**src/rtl/mac_accumulator.sv**
```systemverilog
// Frame multiply-accumulate: sums 13-bit products into an ACC_W accumulator and presents one result per frame.
// Optional MAC_SATURATE_EN clamps the sum on overflow; the default build wraps modulo 2^ACC_W.
module mac_accumulator #(
  parameter int ACC_W     = 16,
  parameter int MAX_TERMS = 64
) (
  input  logic             clk,
  input  logic             rst,
  input  logic             t,
  input  logic [12:0]      prod,
  input  logic             in_valid,
  input  logic             in_last,
  output logic             in_ready,
  output logic             out_valid,
  input  logic             out_ready,
  output logic [ACC_W-1:0] acc_out,
  output logic [6:0]       out_count,
  output logic             overflow
);

  typedef enum logic [1:0] {
    S_IDLE,
    S_ACCUM,
    S_HOLD
  } state_t;

  localparam logic [6:0] MAX_CNT = 7'(MAX_TERMS);

  state_t           state_q, state_d;
  logic [ACC_W-1:0] acc_q, acc_d;
  logic [6:0]       count_q, count_d;
  logic             ovf_q, ovf_d;
  logic             mode_q, mode_d;

  logic             mode_eff;
  logic [ACC_W-1:0] ext;
  logic [ACC_W:0]   sum_wide;
  logic [ACC_W-1:0] sum;
  logic             s_ovf;
  logic             u_ovf;
  logic             add_ovf;
  logic [ACC_W-1:0] add_val;
  logic [6:0]       count_inc;

  // The first term of a frame takes its mode straight from t; later terms use the latched mode.
  assign mode_eff  = (state_q == S_IDLE) ? t : mode_q;
  assign ext       = {{(ACC_W-13){mode_eff & prod[12]}}, prod};
  assign sum_wide  = {1'b0, acc_q} + {1'b0, ext};
  assign sum       = sum_wide[ACC_W-1:0];
  assign s_ovf     = (acc_q[ACC_W-1] == ext[ACC_W-1]) && (sum[ACC_W-1] != acc_q[ACC_W-1]);
  assign u_ovf     = sum_wide[ACC_W];
  assign add_ovf   = mode_q ? s_ovf : u_ovf;
  assign count_inc = count_q + 7'd1;

`ifdef MAC_SATURATE_EN
  // Signed overflow can only happen when both operands share a sign, so ext's sign picks the rail.
  assign add_val = !add_ovf ? sum :
                   !mode_q  ? {ACC_W{1'b1}} :
                   ext[ACC_W-1] ? {1'b1, {(ACC_W-1){1'b0}}} : {1'b0, {(ACC_W-1){1'b1}}};
`else
  assign add_val = sum;
`endif

  // NOTE: every variable gets a default first so no path leaves one unassigned and infers a latch.
  always_comb begin
    state_d = state_q;
    acc_d   = acc_q;
    count_d = count_q;
    ovf_d   = ovf_q;
    mode_d  = mode_q;
    case (state_q)
      S_IDLE: begin
        if (in_valid) begin
          mode_d  = t;
          acc_d   = ext;
          count_d = 7'd1;
          ovf_d   = 1'b0;
          state_d = in_last ? S_HOLD : S_ACCUM;
        end
      end
      S_ACCUM: begin
        if (in_valid) begin
          acc_d   = add_val;
          count_d = count_inc;
          ovf_d   = ovf_q | add_ovf;
          if (in_last || (count_inc == MAX_CNT)) state_d = S_HOLD;
        end
      end
      S_HOLD: begin
        if (out_ready) begin
          state_d = S_IDLE;
          acc_d   = '0;
          count_d = '0;
          ovf_d   = 1'b0;
        end
      end
      default: state_d = S_IDLE;
    endcase
  end

  // NOTE: sequential state uses non-blocking assignments so all registers update from pre-edge values.
  always_ff @(posedge clk or posedge rst) begin
    if (rst) begin
      state_q <= S_IDLE;
      acc_q   <= '0;
      count_q <= '0;
      ovf_q   <= 1'b0;
      mode_q  <= 1'b0;
    end else begin
      state_q <= state_d;
      acc_q   <= acc_d;
      count_q <= count_d;
      ovf_q   <= ovf_d;
      mode_q  <= mode_d;
    end
  end

  assign in_ready  = (state_q != S_HOLD);
  assign out_valid = (state_q == S_HOLD);
  assign acc_out   = acc_q;
  assign out_count = count_q;
  assign overflow  = ovf_q;

endmodule

```
**config.mk**
```make
export PLATFORM = sky130hd
export DESIGN_NAME = mac_accumulator
export DESIGN_NICKNAME = d
export VERILOG_FILES = /design/src/rtl/mac_accumulator.sv
export SDC_FILE = /design/constraint.sdc
export NUM_CORES = 1
export LEC_CHECK = 0
export CAP_MARGIN = 15
export CELL_PAD_IN_SITES_DETAIL_PLACEMENT = 0
export CELL_PAD_IN_SITES_GLOBAL_PLACEMENT = 1
export CORE_MARGIN = 5
export CORE_UTILIZATION = 37
export CTS_CLUSTER_DIAMETER = 30
export DETAILED_ROUTE_END_ITERATION = 12
export GPL_ROUTABILITY_DRIVEN = 0
export GPL_TIMING_DRIVEN = 0
export PLACE_DENSITY = 0.86
export SKIP_LAST_GASP = 1
export SLEW_MARGIN = 20
export SYNTH_ARGS = -nofsm -noshare
export SYNTH_HDL_FRONTEND = slang
export SYNTH_SLANG_ARGS = --single-unit
```
**constraint.sdc**
```tcl
create_clock -name clk -period 3.15 [get_ports clk]
set_input_delay 0.4725 -clock clk [delete_from_list [all_inputs] [get_ports clk]]
set_output_delay 0.4725 -clock clk [all_outputs]
set_load 0.05 [all_outputs]
```
==> results.txt, run 1 <==
# IOs - 45
site row count - 28
dominant cell type by area after synthesis - dfrtp_1
All-Layer GR Usage - 17.4%
TritonRoute pass-1 iters - 4
Max Freq - 340 MHz
Post-DP HPWL - 4840 um
area occupied by multi-input gates - 1460 sq um
RSZ-0062 raised after global routing - no
Synth cell types - 43
final hold violation count - 0
simple logic cell fraction of the synthesized area - 19.9%
largest net degree at the start of global routing - 28
cells taking the most area after synthesis - dfrtp_1 (30%), ha_1 (12%), o21ai_0 (5.3%), nor2_1 (4.8%), a21oi_1 (4.2%)
Slew @ Worst Pin - 0.606 ns
# clock sinks - 27
port bufs - 44
antenna-violating nets left - 0
hold-fix buffers at CTS - 0
final period utilization - 93.5%
largest family of logic cells by synthesized area - compound AO/OA/AOI/OAI gates
clock buffer count from CTS - 3
P per Cell Area - 1120 nW/um^2
Max Root-Sink Buffers - 2
routed vias/inst - 5.58
flops & latches, synth - 27
root buf cell - clkbuf_8
Layout Skew - 0.0104 ns
CP max stage cell - ha_1
final non-filler cell total - 402
number of vias in the routed layout - 2244
Fin Setup TNS - 0 ns
layout cell share with drive strength beyond 1 - 4.89%
Clk pin slew, worst setup/hold paths - 0.11 ns
syn_area_per_cell - 8.06 sq um
slowest cell delay on critical path - 0.42 ns
first-pass GRT wire length - 10700 um
DR WL/cell - 15.9 um
startpoint types - flip-flop
Crit Path Max Fanout - 9
die area - 7760 sq um
Post-Syn Area - 2260 sq um
outcome - finished, final reports clean
post-synthesis mux area share - 2.77%
asr flop ratio synth - 100%
Max Slew Vio Count - 0
Clock Latency Late Sink - 0.29 ns
n_diodes - 0
core area - 5920 sq um
global route total overflow - 0
CP required - 3.34 ns
maximum VDD drop - 0.557 mV
WP buf/inv - 2
htree depth - 1
Die H - 88.1 um
Final #Nets - 369
Pleak - 0.00123 uW
setup violators final - 0
Reg area - 676 sq um
vias in the first global route - 2157
number of synthesized flops with an enable pin - 0
Syn. warnings - 0
Die X - 88.1 um
CP cell instances - inv_1 > ha_1 > mux2_2 > nand2_1 > inv_1 > ha_1 > a211oi_1 > o21ai_1 > nor4b_1 > a31oi_1 > a211oi_1
Relative slew margins - 59.5%
delay-heaviest family, CP - compound AO/OA/AOI/OAI gates
CP Data Arrival Time - 3.13 ns
Synth top area share - 30.0%
Starting Density - 38.1%
post-cts resize count - 0
min Tclk post-route - 2.94 ns
Compound-Gate Fraction of Synth Area - 26.2%
post-synthesis adder-cell area fraction - 12.5%
setup bufs post-CTS - 0
WL final - 6410 um
Initial DRC Count - 122
CP Class - reg2reg
TritonCTS clock tree - done
Synth Area in XOR/XNOR - 3.11%
Critical Path Sink Type - flip-flop
fillcell total - 610
post-synthesis net count - 321
total of max-cap violations - 0
drt drc - 0
Mapped Cells - 280
initial antenna violation count - 0
prevailing post-synth register cell - dfrtp_1
Post-Place Cells - 399
synthesis-to-finish area growth - 26.0%
Hold Path Class - reg2reg
sequential fraction of the synthesis area - 30.0%
==> worst register-to-register path, delay by kind of cell (launching register included) <==
family	cells	cell delay [ns]
AOI/OAI and AO/OA	4	0.79
adders and majority gates	2	0.67
buffers and inverters	2	0.21
DFF	1	0.41
muxes	1	0.35
and+or+nand+nor	2	0.41
==> cell type report <==
| cell class | count | share of cell area [%] |
|---|---|---|
| plain buffers | 15 | 2.16 |
| clock buffers | 3 | 1.45 |
| clock inverters | 1 | 0.264 |
| inverters | 16 | 2.11 |
| multi-input cells | 221 | 51.4 |
| flip-flops and latches | 27 | 23.8 |
| well taps | 75 | 3.30 |
| repair buffers | 44 | 15.5 |
==> state kept, by name, summed over array words and instances (netlist names) <==
register   cells
overflow       1
acc_out       16
mode_q         1
state_q        2
out_count      7
==> layout by cell type (no fill, tap or decap), types with 5 or more instances in the layout <==
cell / synthesis / routed
a221oi_1: 5 / 5
a21o_1: 7 / 7
o21ai_0: 24 / 24
nand3_1: 10 / 10
dfrtp_1: 27 / 27
clkbuf_1: 12 / 11
xnor2_1: 5 / 5
ha_1: 21 / 21
nand2_1: 23 / 23
nor2_1: 29 / 29
nor3_1: 7 / 7
inv_1: 16 / 15
a31oi_1: 10 / 9
a21oi_1: 19 / 19
clkdlybuf4s50_1: 0 / 44
and3_1: 7 / 7
==> cells in the mapped netlist (all sizes together) (2+ instances only) <==
library cell and instances:
nor2 29, dfrtp 27, o21ai 25, nand2 23
ha 21, a21oi 19, inv 16, clkbuf 12
a31oi 10, nand3 10, a21o 7, and3 7
nor3 7, a221oi 5, xnor2 5, a211oi 4
buf 4, mux2i 4, nor2b 4, o21bai 4
a41oi 3, nand4 3, nor4 3, nor4b 3
o211ai 3, o22ai 3, xor2 3, mux2 2
nand2b 2
==> cell families after synthesis <==
group,after synthesis
DFF,27
buffers and inverters,32
AOI/OAI and AO/OA,91
xor gates and xnor gates,8
and+or+nand+nor,94
muxes,6
adders and majority gates,22
==> per-layer routing <==
layer / wire (um) / track usage, %
met1: 3110 / 24.1
met5: 0 / 0
met3: 340 / 3.01
met4: 62 / 3.71
met2: 2890 / 28.6
==> metrics by stage <==
step                hold slack (ns)  worst slack [ns]  power, uW  util [%]  area [sq um]
CTS                           0.539            0.0448       3170      48.0          2840
finish                        0.533             0.206       3170      48.0          2840
floorplan                     0.514             0.484       2290         -          2260
detailed placement            0.509           0.00901       2940      47.1          2790
global placement              0.509            0.0457       2900      47.1          2790
global route                  0.577            0.0122       3430      48.0          2840
==> power breakdown <==
group / internal (uW) / leakage [uW] / switching [uW]
logic: 841 / 0.000864 / 1510
clock network: 90.3 / 0.0000217 / 127
registers: 482 / 0.000343 / 120
==> worst paths after layout <==
path / from / depth (start not counted) / to / slack, ns
max in group asynchronous: rst / 2 / acc_out[13] / 2.18
setup reg to reg: state_q[0] / 11 / overflow / 0.21
hold / removal: acc_out[2] / 2 / acc_out[2] / 0.53
min in group asynchronous: rst / 2 / out_count[6] / 0.56
setup / recovery: state_q[0] / 11 / overflow / 0.21
hold reg to reg: acc_out[2] / 2 / acc_out[2] / 0.53
(Power assumes the default switching activity.)
==> run 2: changes to the inputs <==
--- a/config.mk
+++ b/config.mk
@@ -14,6 +14,7 @@
 export DETAILED_ROUTE_END_ITERATION = 12
 export GPL_ROUTABILITY_DRIVEN = 0
 export GPL_TIMING_DRIVEN = 0
+export HOLD_SLACK_MARGIN = 0.02
 export PLACE_DENSITY = 0.86
 export SKIP_LAST_GASP = 1
 export SLEW_MARGIN = 20
==> constraint.sdc (replaced) <==
create_clock -name clk -period 3.7 [get_ports clk]
set_input_delay 0.555 -clock clk [delete_from_list [all_inputs] [get_ports clk]]
set_output_delay 0.555 -clock clk [all_outputs]
set_load 0.05 [all_outputs]
==> run 2 against run 1 <==
  * Clock skew decreased by 0.0032 ns
  * Register-to-register slack better by 0.38 ns
  * Critical path depth increased by 2
  * Largest power group unchanged
  * Total power is 15% lower
  * Flip-flop and latch count is the same
  * Non-clock buffer count rose by 1
  * First-iteration DRC count increased by 14%
  * Fmax down 5.5%
  * Setup slack gained 0.38 ns
  * Highest routed layer unchanged
  * Cell count up 0.25%
  * Global-route usage unchanged
==> results.txt, run 2 (synthesis gave the netlist of run 1 again) <==
Relative slew margins - 59.3% (-0.20 points)
post-cts resize count - 0 (unchanged)
Critical Path Sink Type - flip-flop
Max Root-Sink Buffers - 2 (unchanged)
WL final - 6360 um (-0.76%)
setup violators final - 0 (unchanged)
Die H - 88.1 um (unchanged)
commonest non-fill, non-tap cell in the layout - clkdlybuf4s50_1
Max Freq - 321 MHz (-5.5%)
Clk pin slew, worst setup/hold paths - 0.11 ns (about the same)
Clock Latency Late Sink - 0.28 ns (about the same)
setup bufs post-CTS - 0 (unchanged)
Hold Path Class - reg2reg
layout cell share with drive strength beyond 1 - 4.57% (-0.32 points)
Area after DPL - 2790 sq um (unchanged)
RSZ-0062 raised after global routing - no
Min-Delay Path Depth - 2 (unchanged)
most frequent cells in the layout - clkdlybuf4s50_1 (44), nor2_1 (29), dfrtp_1 (27)
Crit Path Max Fanout - 9 (unchanged)
die area - 7760 sq um (unchanged)
site row count - 28 (unchanged)
Post-DP HPWL - 4840 um (unchanged)
port bufs - 44 (unchanged)
Final #Nets - 370 (+0.27%)
Slew @ Worst Pin - 0.609 ns (+0.00300 ns)
final period utilization - 84.2% (-9.3 points)
root buf cell - clkbuf_8
global route total overflow - 0 (unchanged)
Starting Density - 38.1% (unchanged)
CP required - 3.89 ns (+0.55 ns)
Max Slew Vio Count - 0 (unchanged)
worst hold endpoint - acc_out[2]
max reg flops - 16 (unchanged)
# IOs - 45 (unchanged)
hold-fix buffers at CTS - 0 (unchanged)
number of vias in the routed layout - 2242 (-0.089%)
Die X - 88.1 um (unchanged)
# clock sinks - 27 (unchanged)
Pleak - 0.00123 uW (about the same)
min Tclk post-route - 3.12 ns (+0.171 ns)
CP Class - reg2reg
startpoint types - flip-flop
Initial DRC Count - 139 (+14%)
first-pass GRT wire length - 10700 um (unchanged)
All-Layer GR Usage - 17.4% (unchanged)
htree depth - 1 (unchanged)
n_diodes - 0 (unchanged)
crit path from - state_q[0]
Layout Skew - 0.00725 ns (-0.00318 ns)
outcome - finished, final reports clean
TritonCTS clock tree - done
vias in the first global route - 2157 (unchanged)
routed vias/inst - 5.56 (-0.34%)
CP Data Arrival Time - 3.30 ns (+0.17 ns)
P per Cell Area - 948 nW/um^2 (-15%)
RR Endpoint - overflow
drt drc - 0 (unchanged)
initial antenna violation count - 0 (unchanged)
total of max-cap violations - 0 (unchanged)
final hold violation count - 0 (unchanged)
Fin Setup TNS - 0 ns (unchanged)
clock buffer count from CTS - 3 (unchanged)
reg2reg start - state_q[0]
largest net degree at the start of global routing - 28 (unchanged)
antenna-violating nets left - 0 (unchanged)
core area - 5920 sq um (unchanged)
hold path startpoint - acc_out[2]
maximum VDD drop - 0.471 mV (-15%)
TritonRoute pass-1 iters - 4 (unchanged)
synthesis-to-finish area growth - 25.8% (about the same)
R2R setup slack - 0.58 ns (+0.38 ns)
fin area - 2840 sq um (about the same)
DR WL/cell - 15.8 um (-1.0%)
Worst R2R Path Depth - 13 (+2)
## run 2: worst max-delay path by stage
stage | endpoint | depth (start not counted)
after floorplan | overflow | 13
after global placement | overflow | 12
after detailed placement | overflow | 12
after CTS | overflow | 13
after global routing | overflow | 13
final | overflow | 13
## run 2: stage by stage
stage	total power [uW]	util, %	worst slack [ns]	hold WS (ns)	std cells
after global placement	2470	47.1	0.513	0.509	399
final	2690	48.0	0.585	0.532	403
after CTS	2700	48.0	0.595	0.539	403
after floorplan	1950	-	1.03	0.514	280
after global routing	2920	48.0	0.341	0.577	403
after detailed placement	2500	47.1	0.477	0.509	399
## run 2: routing by layer
| layer | wire [um] | share of wire, % | GRT usage (%) | vias to the layer above |
|---|---|---|---|---|
| met5 | 0 | 0 | 0 | - |
| li1 | - | - | - | 1123 |
| met4 | 72 | 1.1 | 3.71 | 0 |
| met3 | 345 | 5.4 | 3.01 | 8 |
| met1 | 3070 | 48 | 24.1 | 1058 |
| met2 | 2870 | 45 | 28.6 | 53 |
## run 2: cell type report
cell class                 count  area [sq um]
clock inverter                 1          7.51
timing repair buffer          44           440
tap                           75          93.8
inverter                      16          60.1
multi-input combinational    221          1460
fill                         606          3080
clock buffer                   3          41.3
buffer                        16          65.1
sequential                    27           676
## run 2: report_power, final
| group | total, uW | switching [uW] | leakage, uW | internal [uW] |
|---|---|---|---|---|
| sequential | 513 | 103 | 0.000343 | 410 |
| clock | 184 | 107 | 0.0000217 | 76.8 |
| combinational | 1990 | 1280 | 0.000865 | 713 |
| total | 2690 | 1490 | 0.00123 | 1200 |
## run 2: critical path, stage by stage, from the launching register on
cell,delay [ns]
dfrtp_1,0.41
inv_1,0.11
ha_1,0.25
mux2_2,0.35
nand2_1,0.08
inv_1,0.10
ha_1,0.29
clkbuf_1,0.30
o21ai_0,0.14
a31oi_1,0.38
a21oi_1,0.13
nor3_1,0.15
nor4b_1,0.07
a211oi_1,0.25
==> patch 1 (settings of run 1) <==
The parameter `ACC_W` goes from 16 to 32.
--- a/src/rtl/mac_accumulator.sv
+++ b/src/rtl/mac_accumulator.sv
@@ -3,3 +3,3 @@
 module mac_accumulator #(
-  parameter int ACC_W     = 16,
+  parameter int ACC_W     = 32,
   parameter int MAX_TERMS = 64
Ports: changed (resized acc_out); port bits go from 45 to 61. The function was not compared with the original's and may differ.
==> patch 1 against run 1 <==
  * Worst setup slack got worse by 190 ps
  * Global-route usage increased by 0.59 points
  * Area after synthesis rose by 68%
  * Cell area up 81%
  * Sequential cell count is 16 higher
  * Wire length grew 81%
  * Sequential share of layout area is 2.9 points lower
  * Count of clock-buffer cells in the layout rose by 2
  * Cell count increased by 69%
  * Critical endpoint unchanged
Power is left out: the tool's default activity adds up to more than one toggle a clock period on the data nets, which glitch-free logic cannot reach.
==> patch 1: results (changes against run 1) <==
placed_area_sq_um: 4579  # +64%
clk_latency_ps: 310  # +20 ps
yosys.cell_types.count: 65  # +51%
nMultiInputCombCells: 383  # +73%
post_drt_wl_per_cell_um: 17.03  # +6.8%
ff2ff_path_depth: 15  # +4
use_met2_pct: 31.12  # +2.6 points
drive_gt1_share_pct: 16.73  # +12 points
syn_nets: 516  # +61%
cts_sinks: 43  # +59%
grtUsageTotal_pct: 18.01  # +0.59 points
post-place-ws_ps: -669.3  # -678.3 ps
path_max_fanout: 5  # -4
status: "finished clean"
stdcell_area_sq_um: 5145  # +81%
largest_reg_flops: 32  # +16
grt_pass1_wl_um: 18650  # +74%
route.met3.wl_um: 659  # +94%
fin_skew_ps: 11.89  # +1.458 ps
tap-cell-count: 136  # +81%
portBuffers: 60  # +36%
ys_top_cells_by_count: "60 x nor2_1, 43 x dfrtp_1, 40 x a21oi_1, 40 x o21ai_0, 37 x ha_1"
hpwl_um: 8094  # +67%
inverters: 13  # -3
syn_avg_cell_area_sq_um: 8.254  # +2.4%
nNetsFinal: 600  # +63%
dr_total_vias: 3889  # +73%
whs_ps: 455.1  # -77.93 ps
via_per_inst: 5.719  # +2.5%
seq_share_pct: 20.91  # -2.9 points
-- patch 1: cell count changes in the layout (fill, tap and decap cells not counted), moves of 7 or more --
cell             before  now
ha_1                 21   29
ha_4                  0    7
dfrtp_1              27   43
clkdlybuf4s50_1      44   60
a21oi_1              19   36
o21ai_0              24   39
xnor2_1               5   13
buf_4                 0   16
a221oi_1              5   12
nor2_1               29   59
inv_1                15    7
-- patch 1: timing repair --
action,CTS,global route
setup endpoints to repair,17,12
setup buffers,8,11
pin swaps,8,30
gates resized for setup,32,29
hold endpoints to repair,0,0
cloned,2,0
-- patch 1: cells by family after synthesis --
logic type	share of synthesized area, %
AOI/OAI and AO/OA	28.44
and+or+nand+nor	19.75
DFF	28.40
adders and majority gates	12.75
buffers and inverters	3.930
xor gates and xnor gates	5.086
muxes	1.651
-- patch 1: how the worst max path moves through the flow --
stage                        to  slack, ps
global placement    acc_out[23]       -670
floorplan           acc_out[23]        -30
CTS                    overflow         20
global route           overflow        -90
detailed placement  acc_out[23]       -670
finish                 overflow         10
==> patch 2 (config.mk and constraints of run 1) <==
Made on the original files. Reset style: synchronous (`rst`), changed in one clocked block.
--- a/src/rtl/mac_accumulator.sv
+++ b/src/rtl/mac_accumulator.sv
@@ -101,3 +101,3 @@
   // NOTE: sequential state uses non-blocking assignments so all registers update from pre-edge values.
-  always_ff @(posedge clk or posedge rst) begin
+  always_ff @(posedge clk) begin
     if (rst) begin
Check against the original RTL: differs if rst is asserted again (counterexample within 4 cycles, from zero or initial values and one cycle with rst high); with rst held inactive, the same outputs for 10 cycles.
==> patch 2 against run 1 <==
  * Area after synthesis decreased by 3.4%
  * Cell area decreased by 2.9%
  * Count of clock-buffer cells in the layout unchanged
  * Sequential cell count unchanged
  * Worst setup slack improved by 21 ps
  * Sequential share of layout area decreased by 4.2 points
  * Sequential power decreased by 21%
  * Wire length increased by 1.7%
  * Synthesized cell count increased by 2.5%
  * Core utilization decreased by 0.53 points
  * Critical path depth unchanged
  * Total power decreased by 40%
  * First-iteration DRC count increased by 63%
  * Critical path type unchanged
  * Critical endpoint is now overflow
  * Highest routed layer unchanged
==> patch 2: results (changes against run 1) <==
wl_um: 6520  # +1.7%
yosys.cell_types.count: 52  # +21%
synth_xor_area_share_pct: 2.813  # -0.29 points
p_comb_share_pct: 63.9  # -10 points
fin_skew_ps: 6.745  # -3.683 ps
syn_nets: 328  # +2.2%
nNetsFinal: 377  # +2.2%
root_buffer: "clkbuf_8"
hpwl_um: 4772  # -1.4%
p_clk_share_pct: 11.3  # +4.5 points
cts-resized-gates: 0  # unchanged
ys_top_cells_by_count: "32 x a21oi_1, 27 x dfxtp_1, 25 x nand2_1, 25 x nor2_1, 21 x ha_1"
power.internal_uw: 944.8  # -33%
holdPathStages: 2  # unchanged
yosysSeqAreaShare_pct: 24.80  # -5.2 points
grtUsageTotal_pct: 17.34  # -0.078 points
worst_slew_pin_slew_ps: 540.6  # -65.31 ps
ff2ff_path_depth: 11  # unchanged
grt_pass1_wl_um: 10600  # -1.2%
ys_async_sr_fraction_pct: 0  # -100 points
via_per_inst: 5.776  # +3.5%
netlist_instances: 287  # +2.5%
clk_latency_ps: 290  # about the same
synth_area_leaders: "dfxtp_1 25%, ha_1 12%, a21oi_1 7.3%"
ir_drop_uv: 382.6  # -31%
ys.flop_type: "dfxtp_1"
dr.first_iter.drc_count: 199  # +63%
synthAdderAreaFrac_pct: 12.97  # +0.44 points
status: "finished clean"
synth-compound-area-share_pct: 30.25  # +4.1 points
yosysWarnings: 0  # unchanged
met1_usage_pct: 23.34  # -0.80 points
first_global_vias: 2190  # +1.5%
use_met2_pct: 29.83  # +1.3 points
largest_reg_flops: 16  # unchanged
drive_gt1_share_pct: 4.478  # -0.42 points
final_cells: 410  # +2.0%
grt_max_degree: 16  # -43%
path_max_fanout: 7  # -2
clk_pin_slew_worst_paths_ps: 110  # about the same
arrival_ps: 3080  # -50 ps
synth.area.mux_share_pct: 0.9185  # -1.9 points
portBuffers: 44  # unchanged
groute.layer.met3.usage_pct: 1.901  # -1.1 points
power_density_nw_per_um2: 693.5  # -38%
==> patch 2: worst paths after layout <==
path              start       end  slack, ps
min              mode_q    mode_q        500
max reg2reg  state_q[0]  overflow        230
max          state_q[0]  overflow        230
min reg2reg      mode_q    mode_q        500
==> patch 2: stage by stage <==
| stage | setup slack [ps] | hold slack [ps] | area (sq um) |
|---|---|---|---|
| finish | 227.4 | 499.4 | 2760 |
| global route | 23.80 | 536.4 | 2760 |
| CTS | 268.6 | 500.1 | 2760 |
| detailed placement | 100.2 | 484.1 | 2714 |
| global placement | 90.28 | 483.4 | 2714 |
| floorplan | 639.1 | 458.9 | 2180 |
==> patch 2: layout make-up <==
cell class | instances | area (sq um)
buffer | 13 | 58.81
clock inverter | 1 | 5.005
tap | 75 | 93.84
clock buffer | 3 | 41.29
sequential | 27 | 540.5
inverter | 15 | 56.30
fill | 612 | 3055
timing repair buffer | 44 | 440.4
multi-input combinational | 232 | 1524
==> patch 2: critical path: stages, from the launching register on <==
cell and delay, ps:
dfxtp_1 390, inv_1 80, ha_1 200, clkbuf_2 160, mux2i_1 140, nor2b_1 360
ha_1 370, inv_1 100, o21bai_1 140, a221oi_1 480, nor4b_1 300, a211oi_1 80
==> patch 2: cell families after synthesis <==
| family | count (synthesis) |
|---|---|
| XOR/XNOR | 7 |
| buffers and inverters | 28 |
| multiplexers | 2 |
| flip-flops | 27 |
| adder cells (fa/ha/maj) | 22 |
| AO/OA/AOI/OAI | 100 |
| AND/OR/NAND/NOR | 101 |
==> patch 2: routing by layer <==
metal / share of wire [%] / up-vias
met3: 5.3 / 7
met4: 1.1 / 0
met2: 47 / 80
met5: 0 / -
met1: 46 / 1114
li1: - / 1167
